### config.mk
export PLATFORM = sky130hd
export DESIGN_NAME = hilo_muldiv_ctrl_flat
export DESIGN_NICKNAME = d
export VERILOG_FILES = /design/src/rtl/hilo_muldiv_ctrl_pkg.sv /design/src/rtl/hilo_muldiv_ctrl_if.sv /design/src/rtl/hilo_muldiv_ctrl_muldiv_iter.sv /design/src/rtl/hilo_muldiv_ctrl.sv /design/src/flat_wrapper.sv
export SDC_FILE = /design/constraint.sdc
export NUM_CORES = 1
export LEC_CHECK = 0
export CAP_MARGIN = 40
export CELL_PAD_IN_SITES_DETAIL_PLACEMENT = 0
export CELL_PAD_IN_SITES_GLOBAL_PLACEMENT = 1
export CORE_MARGIN = 2
export CORE_UTILIZATION = 54
export CTS_BUF_LIST = sky130_fd_sc_hd__clkbuf_2 sky130_fd_sc_hd__clkbuf_4 sky130_fd_sc_hd__clkbuf_8
export CTS_CLUSTER_SIZE = 30
export DETAILED_ROUTE_END_ITERATION = 6
export DONT_BUFFER_PORTS = 1
export MAX_ROUTING_LAYER = met4
export PLACE_DENSITY = 0.86
export SYNTH_ARGS = -nofsm -noshare
export SYNTH_HDL_FRONTEND = slang
export SYNTH_HIERARCHICAL = 1
export SYNTH_SLANG_ARGS = --single-unit
### constraint.sdc
create_clock -name clk -period 5.03 [get_ports clk]
set_clock_uncertainty 0.1 [all_clocks]
set_input_delay 1.2575 -clock clk [delete_from_list [all_inputs] [get_ports clk]]
set_output_delay 1.2575 -clock clk [all_outputs]
set_load 0.005 [all_outputs]
### src/rtl/hilo_muldiv_ctrl_pkg.sv
// Shared definitions for the HI/LO multiply/divide controller:
// instruction encodings, FSM states, default width and divide-by-zero LO value.
package hilo_pkg;

    localparam int WIDTH_DEF = 32;

    // Divide-by-zero LO result; sized wide and truncated to WIDTH at use.
    localparam logic [63:0] DIVZ_LO = 64'hFFFF_FFFF_FFFF_FFFF;

    typedef enum logic [2:0] {
        OP_NONE  = 3'b000,
        OP_MULT  = 3'b001,
        OP_MULTU = 3'b010,
        OP_DIV   = 3'b011,
        OP_DIVU  = 3'b100,
        OP_MTHI  = 3'b101,
        OP_MTLO  = 3'b110,
        OP_RSVD  = 3'b111
    } op_e;

    typedef enum logic [1:0] {
        ST_IDLE = 2'b00,
        ST_RUN  = 2'b01,
        ST_FIX  = 2'b10
    } state_e;

    // True for the multi-cycle instruction classes that start a sequence.
    function automatic logic op_is_muldiv(input logic [2:0] op);
        logic res;
        case (op)
            OP_MULT, OP_MULTU, OP_DIV, OP_DIVU: res = 1'b1;
            default:                            res = 1'b0;
        endcase
        return res;
    endfunction

endpackage

### src/rtl/hilo_muldiv_ctrl_if.sv
// EX-side request / HI-LO result bundle of the multiply/divide controller.
interface hilo_muldiv_ctrl_if #(parameter int WIDTH = 32);

    logic             op_valid;
    logic [2:0]       op;
    logic [WIDTH-1:0] src_a;
    logic [WIDTH-1:0] src_b;
    logic             flush;
    logic             stall;
    logic             busy;
    logic             done;
    logic [WIDTH-1:0] hi;
    logic [WIDTH-1:0] lo;

    modport master (
        output op_valid, op, src_a, src_b, flush,
        input  stall, busy, done, hi, lo
    );

    modport slave (
        input  op_valid, op, src_a, src_b, flush,
        output stall, busy, done, hi, lo
    );

endinterface

### src/rtl/hilo_muldiv_ctrl_muldiv_iter.sv
// Iterative datapath: 2*WIDTH accumulator shared by shift-add multiply
// (multiplier in the low half, product builds from the top) and restoring
// divide (remainder in the high half, quotient shifts into the low half).
module muldiv_iter #(
    parameter int WIDTH = 32
) (
    input  logic               clk,
    input  logic               rst_n,
    input  logic               i_start,
    input  logic               i_step,
    input  logic               i_mode_div,
    input  logic [WIDTH-1:0]   i_op_a,
    input  logic [WIDTH-1:0]   i_op_b,
    output logic [2*WIDTH-1:0] o_acc
);

    logic [2*WIDTH-1:0] r_acc;
    logic [WIDTH-1:0]   r_b;
    logic [2*WIDTH-1:0] w_acc_nxt;
    logic [WIDTH:0]     w_sum;
    logic [WIDTH:0]     w_shl;
    logic [WIDTH:0]     w_trial;

    // One multiply or divide iteration computed from the current accumulator.
    always_comb begin
        w_acc_nxt = r_acc;
        w_sum     = {1'b0, r_acc[2*WIDTH-1:WIDTH]}
                  + (r_acc[0] ? {1'b0, r_b} : {(WIDTH+1){1'b0}});
        w_shl     = {r_acc[2*WIDTH-1:WIDTH], r_acc[WIDTH-1]};
        w_trial   = w_shl - {1'b0, r_b};
        if (i_mode_div) begin
            if (!w_trial[WIDTH]) begin
                w_acc_nxt = {w_trial[WIDTH-1:0], r_acc[WIDTH-2:0], 1'b1};
            end else begin
                w_acc_nxt = {w_shl[WIDTH-1:0], r_acc[WIDTH-2:0], 1'b0};
            end
        end else begin
            w_acc_nxt = {w_sum, r_acc[WIDTH-1:1]};
        end
    end

    // Load operands on start, advance one iteration per step cycle.
    always_ff @(posedge clk or negedge rst_n) begin
        if (!rst_n) begin
            r_acc <= {(2*WIDTH){1'b0}};
            r_b   <= {WIDTH{1'b0}};
        end else if (i_start) begin
            r_acc <= {{WIDTH{1'b0}}, i_op_a};
            r_b   <= i_op_b;
        end else if (i_step) begin
            r_acc <= w_acc_nxt;
        end
    end

    assign o_acc = r_acc;

endmodule

### src/rtl/hilo_muldiv_ctrl.sv
// HI/LO owner beside EX: accepts MULT/MULTU/DIV/DIVU/MTHI/MTLO, runs the
// WIDTH-cycle iteration, applies sign correction and commits HI/LO while
// holding the front of the pipeline.
module hilo_muldiv_ctrl
    import hilo_pkg::*;
#(
    parameter int WIDTH = WIDTH_DEF
) (
    input  logic                clk,
    input  logic                rst_n,
    hilo_muldiv_ctrl_if.slave   bus
);

    localparam int              CW        = $clog2(WIDTH);
    localparam logic [CW-1:0]   LAST_ITER = CW'(WIDTH - 1);

    state_e             r_state;
    state_e             w_state_nxt;
    logic [CW-1:0]      r_cnt;
    logic               r_is_div;
    logic               r_neg_res;
    logic               r_neg_rem;
    logic               r_divz;
    logic [WIDTH-1:0]   r_src_a_raw;
    logic [WIDTH-1:0]   r_hi;
    logic [WIDTH-1:0]   r_lo;
    logic               r_busy;
    logic               r_done;

    logic               w_signed;
    logic               w_div_op;
    logic               w_accept;
    logic               w_a_neg;
    logic               w_b_neg;
    logic [WIDTH-1:0]   w_mag_a;
    logic [WIDTH-1:0]   w_mag_b;
    logic [2*WIDTH-1:0] w_acc;
    logic [2*WIDTH-1:0] w_prod;
    logic [WIDTH-1:0]   w_quo;
    logic [WIDTH-1:0]   w_rem;
    logic [WIDTH-1:0]   w_fix_hi;
    logic [WIDTH-1:0]   w_fix_lo;

    // Decode the EX instruction and form operand magnitudes for signed ops.
    always_comb begin
        w_signed = 1'b0;
        w_div_op = 1'b0;
        case (op_e'(bus.op))
            OP_MULT:  w_signed = 1'b1;
            OP_DIV:   begin w_signed = 1'b1; w_div_op = 1'b1; end
            OP_DIVU:  w_div_op = 1'b1;
            default:  begin w_signed = 1'b0; w_div_op = 1'b0; end
        endcase
        w_accept = bus.op_valid && op_is_muldiv(bus.op) && !bus.flush
                && (r_state == ST_IDLE);
        w_a_neg  = w_signed && bus.src_a[WIDTH-1];
        w_b_neg  = w_signed && bus.src_b[WIDTH-1];
        w_mag_a  = w_a_neg ? (~bus.src_a + {{(WIDTH-1){1'b0}}, 1'b1}) : bus.src_a;
        w_mag_b  = w_b_neg ? (~bus.src_b + {{(WIDTH-1){1'b0}}, 1'b1}) : bus.src_b;
    end

    // Next-state logic; flush returns to IDLE from any state.
    always_comb begin
        w_state_nxt = r_state;
        if (bus.flush) begin
            w_state_nxt = ST_IDLE;
        end else begin
            case (r_state)
                ST_IDLE: w_state_nxt = w_accept ? ST_RUN : ST_IDLE;
                ST_RUN:  w_state_nxt = (r_cnt == LAST_ITER) ? ST_FIX : ST_RUN;
                ST_FIX:  w_state_nxt = ST_IDLE;
                default: w_state_nxt = ST_IDLE;
            endcase
        end
    end

    // State register.
    always_ff @(posedge clk or negedge rst_n) begin
        if (!rst_n) begin
            r_state <= ST_IDLE;
        end else begin
            r_state <= w_state_nxt;
        end
    end

    // Sequence context latched at accept, iteration counter, busy/done flags.
    always_ff @(posedge clk or negedge rst_n) begin
        if (!rst_n) begin
            r_cnt       <= {CW{1'b0}};
            r_is_div    <= 1'b0;
            r_neg_res   <= 1'b0;
            r_neg_rem   <= 1'b0;
            r_divz      <= 1'b0;
            r_src_a_raw <= {WIDTH{1'b0}};
            r_busy      <= 1'b0;
            r_done      <= 1'b0;
        end else begin
            if (w_accept) begin
                r_cnt       <= {CW{1'b0}};
                r_is_div    <= w_div_op;
                r_neg_res   <= w_a_neg ^ w_b_neg;
                r_neg_rem   <= w_a_neg;
                r_divz      <= w_div_op && (bus.src_b == {WIDTH{1'b0}});
                r_src_a_raw <= bus.src_a;
            end else if (r_state == ST_RUN) begin
                r_cnt <= r_cnt + {{(CW-1){1'b0}}, 1'b1};
            end
            r_busy <= (w_state_nxt == ST_RUN) || (w_state_nxt == ST_FIX);
            r_done <= (w_state_nxt == ST_FIX);
        end
    end

    muldiv_iter #(.WIDTH(WIDTH)) u_iter (
        .clk        (clk),
        .rst_n      (rst_n),
        .i_start    (w_accept),
        .i_step     (r_state == ST_RUN),
        .i_mode_div (r_is_div),
        .i_op_a     (w_mag_a),
        .i_op_b     (w_mag_b),
        .o_acc      (w_acc)
    );

    // Sign fix-up of the raw magnitude result; divide by zero overrides.
    always_comb begin
        w_prod = r_neg_res ? (~w_acc + {{(2*WIDTH-1){1'b0}}, 1'b1}) : w_acc;
        w_quo  = r_neg_res ? (~w_acc[WIDTH-1:0] + {{(WIDTH-1){1'b0}}, 1'b1})
                           : w_acc[WIDTH-1:0];
        w_rem  = r_neg_rem ? (~w_acc[2*WIDTH-1:WIDTH] + {{(WIDTH-1){1'b0}}, 1'b1})
                           : w_acc[2*WIDTH-1:WIDTH];
        if (r_divz) begin
            w_fix_hi = r_src_a_raw;
            w_fix_lo = WIDTH'(DIVZ_LO);
        end else if (r_is_div) begin
            w_fix_hi = w_rem;
            w_fix_lo = w_quo;
        end else begin
            w_fix_hi = w_prod[2*WIDTH-1:WIDTH];
            w_fix_lo = w_prod[WIDTH-1:0];
        end
    end

    // HI/LO architectural registers: commit leaving FIX, or MTHI/MTLO in IDLE.
    always_ff @(posedge clk or negedge rst_n) begin
        if (!rst_n) begin
            r_hi <= {WIDTH{1'b0}};
            r_lo <= {WIDTH{1'b0}};
        end else if (bus.flush) begin
            r_hi <= r_hi;
            r_lo <= r_lo;
        end else if (r_state == ST_FIX) begin
            r_hi <= w_fix_hi;
            r_lo <= w_fix_lo;
        end else if ((r_state == ST_IDLE) && bus.op_valid && (bus.op == OP_MTHI)) begin
            r_hi <= bus.src_a;
        end else if ((r_state == ST_IDLE) && bus.op_valid && (bus.op == OP_MTLO)) begin
            r_lo <= bus.src_a;
        end
    end

    assign bus.stall = w_accept || (r_state == ST_RUN);
    assign bus.busy  = r_busy;
    assign bus.done  = r_done;
    assign bus.hi    = r_hi;
    assign bus.lo    = r_lo;

endmodule

### src/flat_wrapper.sv
// flat-port wrapper written by rule: the top's interface ports become plain ports
module hilo_muldiv_ctrl_flat import hilo_pkg::*;
#(
    parameter int WIDTH = WIDTH_DEF
)
  (clk, rst_n, bus_op_valid, bus_op, bus_src_a, bus_src_b, bus_flush, bus_stall, bus_busy, bus_done, bus_hi, bus_lo);
  hilo_muldiv_ctrl_if #(.WIDTH(WIDTH)) bus_i ();
  input  logic clk;
  input  logic rst_n;
  input wire logic [$bits(bus_i.op_valid)-1:0] bus_op_valid;
  input wire logic [$bits(bus_i.op)-1:0] bus_op;
  input wire logic [$bits(bus_i.src_a)-1:0] bus_src_a;
  input wire logic [$bits(bus_i.src_b)-1:0] bus_src_b;
  input wire logic [$bits(bus_i.flush)-1:0] bus_flush;
  output wire logic [$bits(bus_i.stall)-1:0] bus_stall;
  output wire logic [$bits(bus_i.busy)-1:0] bus_busy;
  output wire logic [$bits(bus_i.done)-1:0] bus_done;
  output wire logic [$bits(bus_i.hi)-1:0] bus_hi;
  output wire logic [$bits(bus_i.lo)-1:0] bus_lo;
  assign bus_i.op_valid = bus_op_valid;
  assign bus_i.op = bus_op;
  assign bus_i.src_a = bus_src_a;
  assign bus_i.src_b = bus_src_b;
  assign bus_i.flush = bus_flush;
  assign bus_stall = bus_i.stall;
  assign bus_busy = bus_i.busy;
  assign bus_done = bus_i.done;
  assign bus_hi = bus_i.hi;
  assign bus_lo = bus_i.lo;
  hilo_muldiv_ctrl #(.WIDTH(WIDTH)) u_core (.clk(clk), .rst_n(rst_n), .bus(bus_i));
endmodule
==> impl_metrics.yaml, run 1 <==
status:
  outcome: "complete, no violations"
layout:
  n_antenna_cell: 0
  drive_gt1_frac: 0.0902
  post-route-util: 0.584
  final_nets: 2163
  final_cells: 2436
  areaGrowthSynthToFinish_pct: 7.01
drt:
  firstDrtPassIters: 5
  drcViolationCount: 0
  wl_per_cell_um: 22.8
  antenna_left: 0
  drt_iter0_drc: 1194
  vias: 15714
  viasPerCell: 6.45
  routed_wl_um: 55600
clocking:
  cts_setup_buffers: 0
  cts_tree: "built"
  post_cts_resized: 0
  h-tree-depth: 2
  clockBufferDepth: 3
  cts_sinks: 205
  cts_buffers: 39
  clk_latency_ns: 0.56
  path_clk_slew_ns: 0.06
  holdBufCountCts: 0
  clk_root_buffer_cell: "clkbuf_8"
critical_path:
  cpLargestDelayFamily: "compound AO/OA/AOI/OAI gates"
  cp_num_cells: 12
  r2r_start: "u_core/u_iter/o_acc[31]"
  criticalPathCategory: "reg -> reg"
  crit_path_cell_trace: "inv_1 > ha_1 > fa_1 > nand2b_1 > a21oi_1 > o21ai_2 > a211o_1 > a311oi_1 > nand2_2 > nand2_1 > o21ai_0 > a221o_1"
  r2r-end: "u_core/u_iter/o_acc[62]"
  critPathMaxStageDelay_ns: 0.56
  crit_buf_inv: 1
  startpoint: "u_core/u_iter/o_acc[31]"
  endpoint: "u_core/u_iter/o_acc[62]"
  regToRegSetupSlack_ns: 0.81
  arrival_ns: 4.55
  cp-start-kind: "flip-flop"
  worstSetupEndpointType: "flip-flop"
  cp_max_fo: 14
  critPathRequiredTime_ns: 5.36
  critPathSlowestCell: "dfrtp_1"
  ff2ff_path_depth: 12
flow_run:
  drv_cap: 0
synthesis:
  synthDistinctLibCells: 91
  ys_warn_count: 6
  postSynthAreaPerCell_um2: 8.10
  synth_area_leaders: "dfrtp_1 (31%), o21ai_0 (6.0%), ha_1 (5.4%)"
  ys_seq_area_frac: 0.309
  netlist_area_mm2: 0.0166
  ys_async_sr_fraction: 1.00
  synth_top_cell_by_area: "dfrtp_1"
  synth_ff_type: "dfrtp_1"
  synth_edf_count: 0
  synth_top_area_frac: 0.309
  syn_nets: 2194
  yosys_register_bits: 205
  syn_inst: 2050
grt:
  grt_first_pass_wirelength_um: 85200
  grt_overflow_total: 0
  grt_max_degree: 206
  antenna_found_initial: 0
  grt_pass1_vias: 15018
  track_usage: 0.354
placed_design:
  routabilityCongestion: 0.973
  dpl.hpwl_um: 41200
  dp.cells: 2374
  io_buffers: 0
die:
  die-height_um: 179
  ios: 138
  dieArea_mm2: 0.0322
  die_x_um: 179
  coreArea_mm2: 0.0304
  std_cell_rows: 64
  initial_core_util: 0.546
power:
  power.density_mw_per_mm2: 567
  ir_drop_v: 0.000204
  power.leakage_nw: 7.66
timing:
  setup_tns_ns: 0
  setup_violations: 0
  slew_viol_final: 0
  timing.final.crit_share: 0.839
  rsz0062_at_grt: "no"
  final-hold-violation-count: 0
  max_freq_mhz: 237
  tightest_slew_ns: 0.951
  fin_crit_ns: 4.22
  maxSlewHeadroom: 0.364
min_path:
  hold_path_class: "in -> async"
[where the power goes]
part / switching (mW) / total (mW) / leakage, nW / internal (mW)
clock network: 0.733 / 1.64 / 0.399 / 0.909
logic: 3.22 / 5.46 / 4.70 / 2.24
registers: 0.853 / 2.98 / 2.56 / 2.13
total: 4.80 / 10.1 / 7.66 / 5.27
[worst min path at each step]
| stage | start | to |
|---|---|---|
| floorplan | u_core/bus.lo[18] | u_core/bus.lo[18] |
| global placement | u_core/r_src_a_raw[10] | u_core/r_src_a_raw[10] |
| detailed placement | u_core/r_src_a_raw[1] | u_core/r_src_a_raw[1] |
| CTS | rst_n | u_core/r_src_a_raw[1] |
| global route | rst_n | u_core/bus.lo[6] |
| finish | rst_n | u_core/bus.lo[1] |
[synth_stat cells (all sizes together), types with 8 or more instances]
library cell / instances
or4: 16
nand2: 221
a211oi: 13
ha: 71
o41ai: 11
mux2: 36
a211o: 8
o21ai: 207
a221oi: 30
nand4: 19
nand2b: 21
mux2i: 46
o22ai: 24
clkbuf: 91
nor4: 30
xnor2: 91
o211ai: 13
inv: 73
xor2: 76
a22oi: 11
o21a: 14
and2: 39
and3: 11
nor2: 189
buf: 20
dfrtp: 205
a21o: 23
or3: 22
o21bai: 8
nor3: 62
nor2b: 20
o31ai: 22
a21oi: 157
nand3: 28
a31oi: 24
[worst reg2reg max path, delay by kind of cell (launching register included)]
family | cells | cell delay [ns]
AOI/OAI and AO/OA | 6 | 1.67
buffers and inverters | 1 | 0.13
DFF | 1 | 0.56
adders and majority gates | 2 | 0.64
and+or+nand+nor | 3 | 1.00
[cells in the final DEF (no fill, tap or decap), types with 8 or more instances in the layout]
cell type / netlist / routed
or4_1: 13 / 13
a22oi_1: 11 / 11
nor2_1: 188 / 187
or3_1: 21 / 21
o211ai_1: 13 / 13
o21a_1: 14 / 14
xor2_1: 76 / 76
xnor2_1: 91 / 91
clkbuf_4: 0 / 16
nor4_1: 25 / 25
a21oi_1: 156 / 156
nand3_1: 28 / 28
nand2b_1: 21 / 21
a211o_1: 8 / 8
o21ai_0: 199 / 198
mux2i_1: 46 / 46
nor2b_1: 20 / 18
a211oi_1: 13 / 13
o21bai_1: 8 / 8
inv_1: 72 / 71
ha_1: 71 / 71
o31ai_1: 20 / 20
a31oi_1: 24 / 24
nand2_1: 220 / 220
o22ai_1: 22 / 22
o41ai_1: 8 / 8
mux2_2: 36 / 36
a21o_1: 22 / 22
clkbuf_8: 0 / 44
and2_1: 38 / 38
nor3_1: 61 / 61
and3_1: 11 / 11
nand4_1: 19 / 19
a221oi_1: 28 / 28
dfrtp_1: 205 / 204
buf_4: 4 / 33
[metal layers]
metal,GRT usage,vias up,part of all wire
met4,0.183,0,0.055
met2,0.562,690,0.46
met1,0.437,7463,0.41
li1,-,7391,-
met5,-,-,0
met3,0.0559,170,0.075
[flip-flops by register name, summed over array words and instances, names as in the netlist]
| signal | count |
|---|---|
| u_core/bus.busy | 1 |
| u_core/bus.done | 1 |
| u_core/bus.hi | 32 |
| u_core/bus.lo | 32 |
| u_core/r_cnt | 5 |
| u_core/r_divz | 1 |
| u_core/r_is_div | 1 |
| u_core/r_neg_rem | 1 |
| u_core/r_neg_res | 1 |
| u_core/r_src_a_raw | 32 |
| u_core/r_state | 2 |
| u_core/u_iter/o_acc | 64 |
| u_core/u_iter/r_b | 32 |
[logic make-up after synthesis]
logic type,count (synthesis),share of synthesized area
adders and majority gates,73,0.0559
xor gates and xnor gates,167,0.0881
DFF,205,0.309
muxes,82,0.0521
buffers and inverters,185,0.0455
AOI/OAI and AO/OA,628,0.242
and+or+nand+nor,710,0.207
[cell type report]
class,instances,area [µm²]
timing repair buffer,39,362
sequential,205,5130
clock buffer,60,726
multi-input combinational,1660,10800
fill,2808,12700
tap,396,495
clock inverter,2,17.5
inverter,74,283
[through the flow]
| step | power [mW] | hold WS [ns] | instance area [µm²] | setup WS (ns) |
|---|---|---|---|---|
| floorplan | 6.82 | 0.363 | 16600 | 1.12 |
| global placement | 8.25 | 0.384 | 16900 | 0.909 |
| detailed placement | 8.32 | 0.390 | 17000 | 0.912 |
| CTS | 9.99 | 0.273 | 17800 | 0.871 |
| global route | 10.8 | 0.274 | 17800 | 0.514 |
| finish | 10.1 | 0.304 | 17800 | 0.811 |
(Power assumes the default switching activity.)
==> run 2, diff against run 1 <==
- CORE_UTILIZATION: 54 -> 46
- PLACE_DENSITY: 0.86 -> 0.78
- clock period: 5.03 -> 3.5 ns (I/O delays scaled with it)
==> run 2 against run 1 <==
- largest power group unchanged
- hold slack worse by 0.45 ns
- utilization down 5.5 points
- worst setup slack worse by 0.70 ns
- the flow now finishes with violations (negative hold slack)
- sequential cell count unchanged
==> impl_metrics.yaml, run 2 (synthesis gave the netlist of run 1 again) <==
status:
  outcome: "finished, violations left"
  violations: "negative hold slack"
drt:
  drcViolationCount: 0
  routed_wl_um: 58900
  viasPerCell: 6.10
  vias: 15906
  wl_per_cell_um: 22.6
  drt_iter0_drc: 1102
  firstDrtPassIters: 5
  antenna_left: 0
placed_design:
  dpl.hpwl_um: 44100
  routabilityCongestion: 0.996
  io_buffers: 0
  dp.cells: 2530
  place_area_mm2: 0.0178
  post-place-ws_ns: 0.0192
die:
  die-height_um: 194
  ios: 138
  coreArea_mm2: 0.0356
  die_x_um: 194
  initial_core_util: 0.467
  std_cell_rows: 69
  dieArea_mm2: 0.0376
flow_run:
  drv_cap: 0
layout:
  layout_commonest_cell: "nand2_1"
  largest_reg_flops: 64
  n_antenna_cell: 0
  areaGrowthSynthToFinish_pct: 13.3
  final_nets: 2260
  postLayoutCellArea_mm2: 0.0188
  final_cells: 2609
  final_cell_mix: "nand2_1 (219), dfrtp_1 (204), o21ai_0 (194)"
  post-route-util: 0.529
  n_fill_cell: 3413
  drive_gt1_frac: 0.142
critical_path:
  arrival_ns: 3.79
  cp_max_fo: 3
  criticalPathCategory: "reg -> reg"
  worstSetupEndpointType: "flip-flop"
  critPathRequiredTime_ns: 3.89
  cp-start-kind: "flip-flop"
clocking:
  cts_tree: "built"
  h-tree-depth: 2
  clk_root_buffer_cell: "clkbuf_8"
  path_clk_slew_ns: 0.06
  cts_buffers: 41
  clockBufferDepth: 3
  clk_latency_ns: 0.61
  cts_sinks: 205
timing:
  setup_violations: 0
  max_freq_mhz: 295
  slew_viol_final: 0
  tightest_slew_ns: 0.824
  rsz0062_at_grt: "yes"
  timing.final.crit_share: 0.969
  final-hold-violation-count: 205
  layout_setup_ws_ns: 0.110
  holdWs_ns: -0.142
  fin_crit_ns: 3.39
  maxSlewHeadroom: 0.450
  setup_tns_ns: 0
grt:
  track_usage: 0.320
  grt_pass1_vias: 15799
  grt_max_degree: 206
  grt_first_pass_wirelength_um: 92100
  antenna_found_initial: 0
  grt_overflow_total: 0
power:
  comb_power_share: 0.575
  power.leakage_nw: 8.25
  p_int_mw: 8.54
  p_seq_frac: 0.242
  power.share.clock: 0.182
  ir_drop_v: 0.000397
  totalPowerFinal_mw: 15.9
  switching_share: 0.462
  power_switching_mw: 7.32
  power.density_mw_per_mm2: 843
min_path:
  hold_path_class: "in -> async"
-- run 2: layout make-up --
type	instances	area [µm²]	share of cell area
sequential	205	5130	0.273
clock inverter	9	130	0.00691
multi-input combinational	1660	10800	0.575
tap	461	577	0.0306
clock buffer	66	827	0.0439
inverter	74	283	0.0150
timing repair buffer	134	1060	0.0562
-- run 2: what timing repair did --
item	in CTS	in global routing
hold endpoints to repair	205	205
buffers inserted	0	4
gates cloned	0	0
pin swaps	0	1
setup endpoints to repair	3	28
gates resized for setup	3	17
-- run 2: critical path, stage by stage (launching register included) --
cell and delay [ns]:
dfrtp_1 0.40, inv_1 0.08, ha_1 0.27, nor2b_1 0.17
o31ai_1 0.40, a21oi_1 0.18, a221oi_2 0.40, a311o_1 0.31
or2b_1 0.26, xnor2_1 0.16, o211a_1 0.24, a2111oi_2 0.32
-- run 2: final timing paths --
kind,start,endpoint,slack [ns],depth (start not counted)
max in group asynchronous,rst_n,u_core/u_iter/r_b[28],3.05,0
setup / recovery,u_core/u_iter/r_b[1],u_core/u_iter/o_acc[55],0.11,11
min in group clk,bus_flush,u_core/r_state[1],0.26,1
setup reg to reg,u_core/u_iter/r_b[1],u_core/u_iter/o_acc[55],0.11,11
hold reg to reg,u_core/bus.lo[28],u_core/bus.lo[28],0.40,2
hold / removal,rst_n,u_core/bus.lo[6],-0.14,0
-- run 2: power groups by stage --
stage | Combinational [mW] | Sequential [mW] | Clock [mW]
2_1_floorplan | 6.00 | 3.80 | 0
3_3_place_gp | 8.78 | 3.84 | 0
3_5_place_dp | 8.84 | 3.87 | 0
4_1_cts | 8.90 | 3.83 | 2.95
5_1_grt | 9.94 | 3.93 | 3.05
6_report | 9.12 | 3.84 | 2.89
-- run 2: per-layer routing --
metal	global-route usage	share of wire	vias to the layer above
met5	-	0	-
met1	0.388	0.42	7608
met3	0.0513	0.066	147
met2	0.528	0.47	568
met4	0.133	0.043	0
li1	-	-	7583
==> run 3, diff against run 2 <==
- CORE_ASPECT_RATIO: not set -> 1.75
==> run 3 against run 2 <==
- the run still ends with negative hold slack left
- sequential share of layout area is 0.39 points lower
- sequential power is 1% lower
- die area is 0.16% higher
- utilization is 0.43 points higher
- cell area is 1.5% higher
- critical path depth is 4 higher
==> impl_metrics.yaml, run 3 (synthesis gave the netlist of run 1 again) <==
status:
  outcome: "finished, violations left"
  violations: "negative hold slack"
timing:
  holdWs_ns: -0.0943
  max_freq_mhz: 287
  fin_crit_ns: 3.48
  final-hold-violation-count: 205
  setup_violations: 0
  timing.final.crit_share: 0.995
  maxSlewHeadroom: 0.488
  slew_viol_final: 0
  rsz0062_at_grt: "yes"
  tightest_slew_ns: 0.768
grt:
  grt_first_pass_wirelength_um: 97000
  grt_overflow_total: 0
  grt_max_degree: 206
  grt_pass1_vias: 16728
  antenna_found_initial: 1
  track_usage: 0.342
critical_path:
  critPathRequiredTime_ns: 3.84
  critPathSlowestCell: "dfrtp_1"
  ff2ff_path_depth: 15
  critPathMaxStageDelay_ns: 0.41
  r2r_start: "u_core/u_iter/o_acc[0]"
  arrival_ns: 3.83
  startpoint: "u_core/u_iter/o_acc[0]"
  worstSetupEndpointType: "flip-flop"
  criticalPathCategory: "reg -> reg"
  cp-start-kind: "flip-flop"
  crit_path_cell_trace: "and2_1 > ha_2 > inv_1 > fa_1 > nand2b_1 > a21o_1 > a211o_1 > a211oi_2 > buf_4 > o21ai_1 > a21oi_2 > buf_4 > mux2i_1 > a211oi_1 > o211ai_1"
  cp_max_fo: 4
  cp_common_cell: "buf_4"
clocking:
  h-tree-depth: 2
  cts_buffers: 35
  clk_latency_ns: 0.58
  clk_root_buffer_cell: "clkbuf_8"
  cts_sinks: 205
  clockBufferDepth: 3
  path_clk_slew_ns: 0.06
  cts_tree: "built"
drt:
  drcViolationCount: 0
  routed_wl_um: 63800
  firstDrtPassIters: 6
  vias: 16453
  wl_per_cell_um: 24.0
  viasPerCell: 6.19
  drt_iter0_drc: 985
  antenna_left: 0
placed_design:
  routabilityCongestion: 0.993
  dpl.hpwl_um: 49100
  io_buffers: 0
power:
  comb_power_share: 0.611
  power_switching_mw: 7.56
  power.leakage_nw: 8.41
  p_seq_frac: 0.235
  switching_share: 0.468
  power.share.clock: 0.154
  power.density_mw_per_mm2: 846
  p_int_mw: 8.60
  ir_drop_v: 0.000461
layout:
  final_cell_mix: "nand2_1 (220), dfrtp_1 (204), o21ai_0 (194)"
  final_nets: 2307
  areaGrowthSynthToFinish_pct: 15.0
  post-route-util: 0.533
  n_fill_cell: 3454
  drive_gt1_frac: 0.157
  layout_commonest_cell: "nand2_1"
  largest_reg_flops: 64
die:
  coreArea_mm2: 0.0358
  initial_core_util: 0.464
  die_x_um: 148
  ios: 138
  dieArea_mm2: 0.0377
  std_cell_rows: 92
  die-height_um: 255
min_path:
  hold_path_class: "in -> async"
flow_run:
  drv_cap: 0
-- run 3: critical path: cells and delay by family (launching register included) --
kind	cells	cell delay [ns]
muxes	1	0.07
adders and majority gates	2	0.59
AOI/OAI and AO/OA	7	1.46
and+or+nand+nor	2	0.36
DFF	1	0.41
buffers and inverters	3	0.39
-- run 3: cell type report --
| class | instances | area, µm² | area share |
|---|---|---|---|
| Multi-Input combinational cell | 1660 | 10800 | 0.567 |
| Antenna cell | 1 | 2.50 | 0.000131 |
| Inverter | 74 | 283 | 0.0148 |
| Timing Repair Buffer | 187 | 1480 | 0.0776 |
| Clock buffer | 51 | 671 | 0.0351 |
| Sequential cell | 205 | 5130 | 0.269 |
| Clock inverter | 9 | 104 | 0.00544 |
| Tap cell | 470 | 588 | 0.0308 |
-- run 3: power groups by stage --
stage | sequential (mW) | combinational (mW) | clock (mW)
finish | 3.80 | 9.87 | 2.49
floorplan | 3.80 | 6.00 | 0
global placement | 3.80 | 9.46 | 0
global route | 3.87 | 10.7 | 2.63
detailed placement | 3.83 | 9.50 | 0
CTS | 3.78 | 9.66 | 2.54
-- run 3: worst paths after layout --
kind / slack (ns) / to
min in group clk: 0.31 / u_core/r_state[1]
min: -0.09 / u_core/bus.lo[6]
max reg2reg: 0.02 / u_core/u_iter/o_acc[59]
max: 0.02 / u_core/u_iter/o_acc[59]
max in group asynchronous: 3.05 / u_core/bus.hi[18]
min reg2reg: 0.40 / u_core/bus.lo[2]
-- run 3: repair_timing --
item | CTS | global route
cloned | 0 | 0
buffers inserted | 4 | 0
resized for setup | 8 | 17
pin swaps | 2 | 6
endpoints found under the setup margin | 18 | 25
hold endpoints to repair | 205 | 205
-- run 3: stage by stage --
step | power (mW) | instance area (µm²) | setup slack [ns] | cells | TNS (ns)
after floorplan | 9.80 | 16600 | 0.216 | 2050 | 0
after global placement | 13.3 | 18200 | -0.152 | 2591 | -0.315
after detailed placement | 13.3 | 18200 | -0.225 | 2592 | -0.920
after CTS | 16.0 | 19000 | 0.0188 | 2656 | 0
after global routing | 17.2 | 19100 | -0.0885 | 2657 | -0.231
final | 16.2 | 19100 | 0.0159 | 2657 | 0
-- run 3: metal layers --
metal,GRT usage,vias to the layer above,wire [µm]
met3,0.0439,230,2740
met4,0.221,0,4790
li1,-,7667,-
met2,0.622,581,33800
met5,-,-,0
met1,0.338,7975,22400
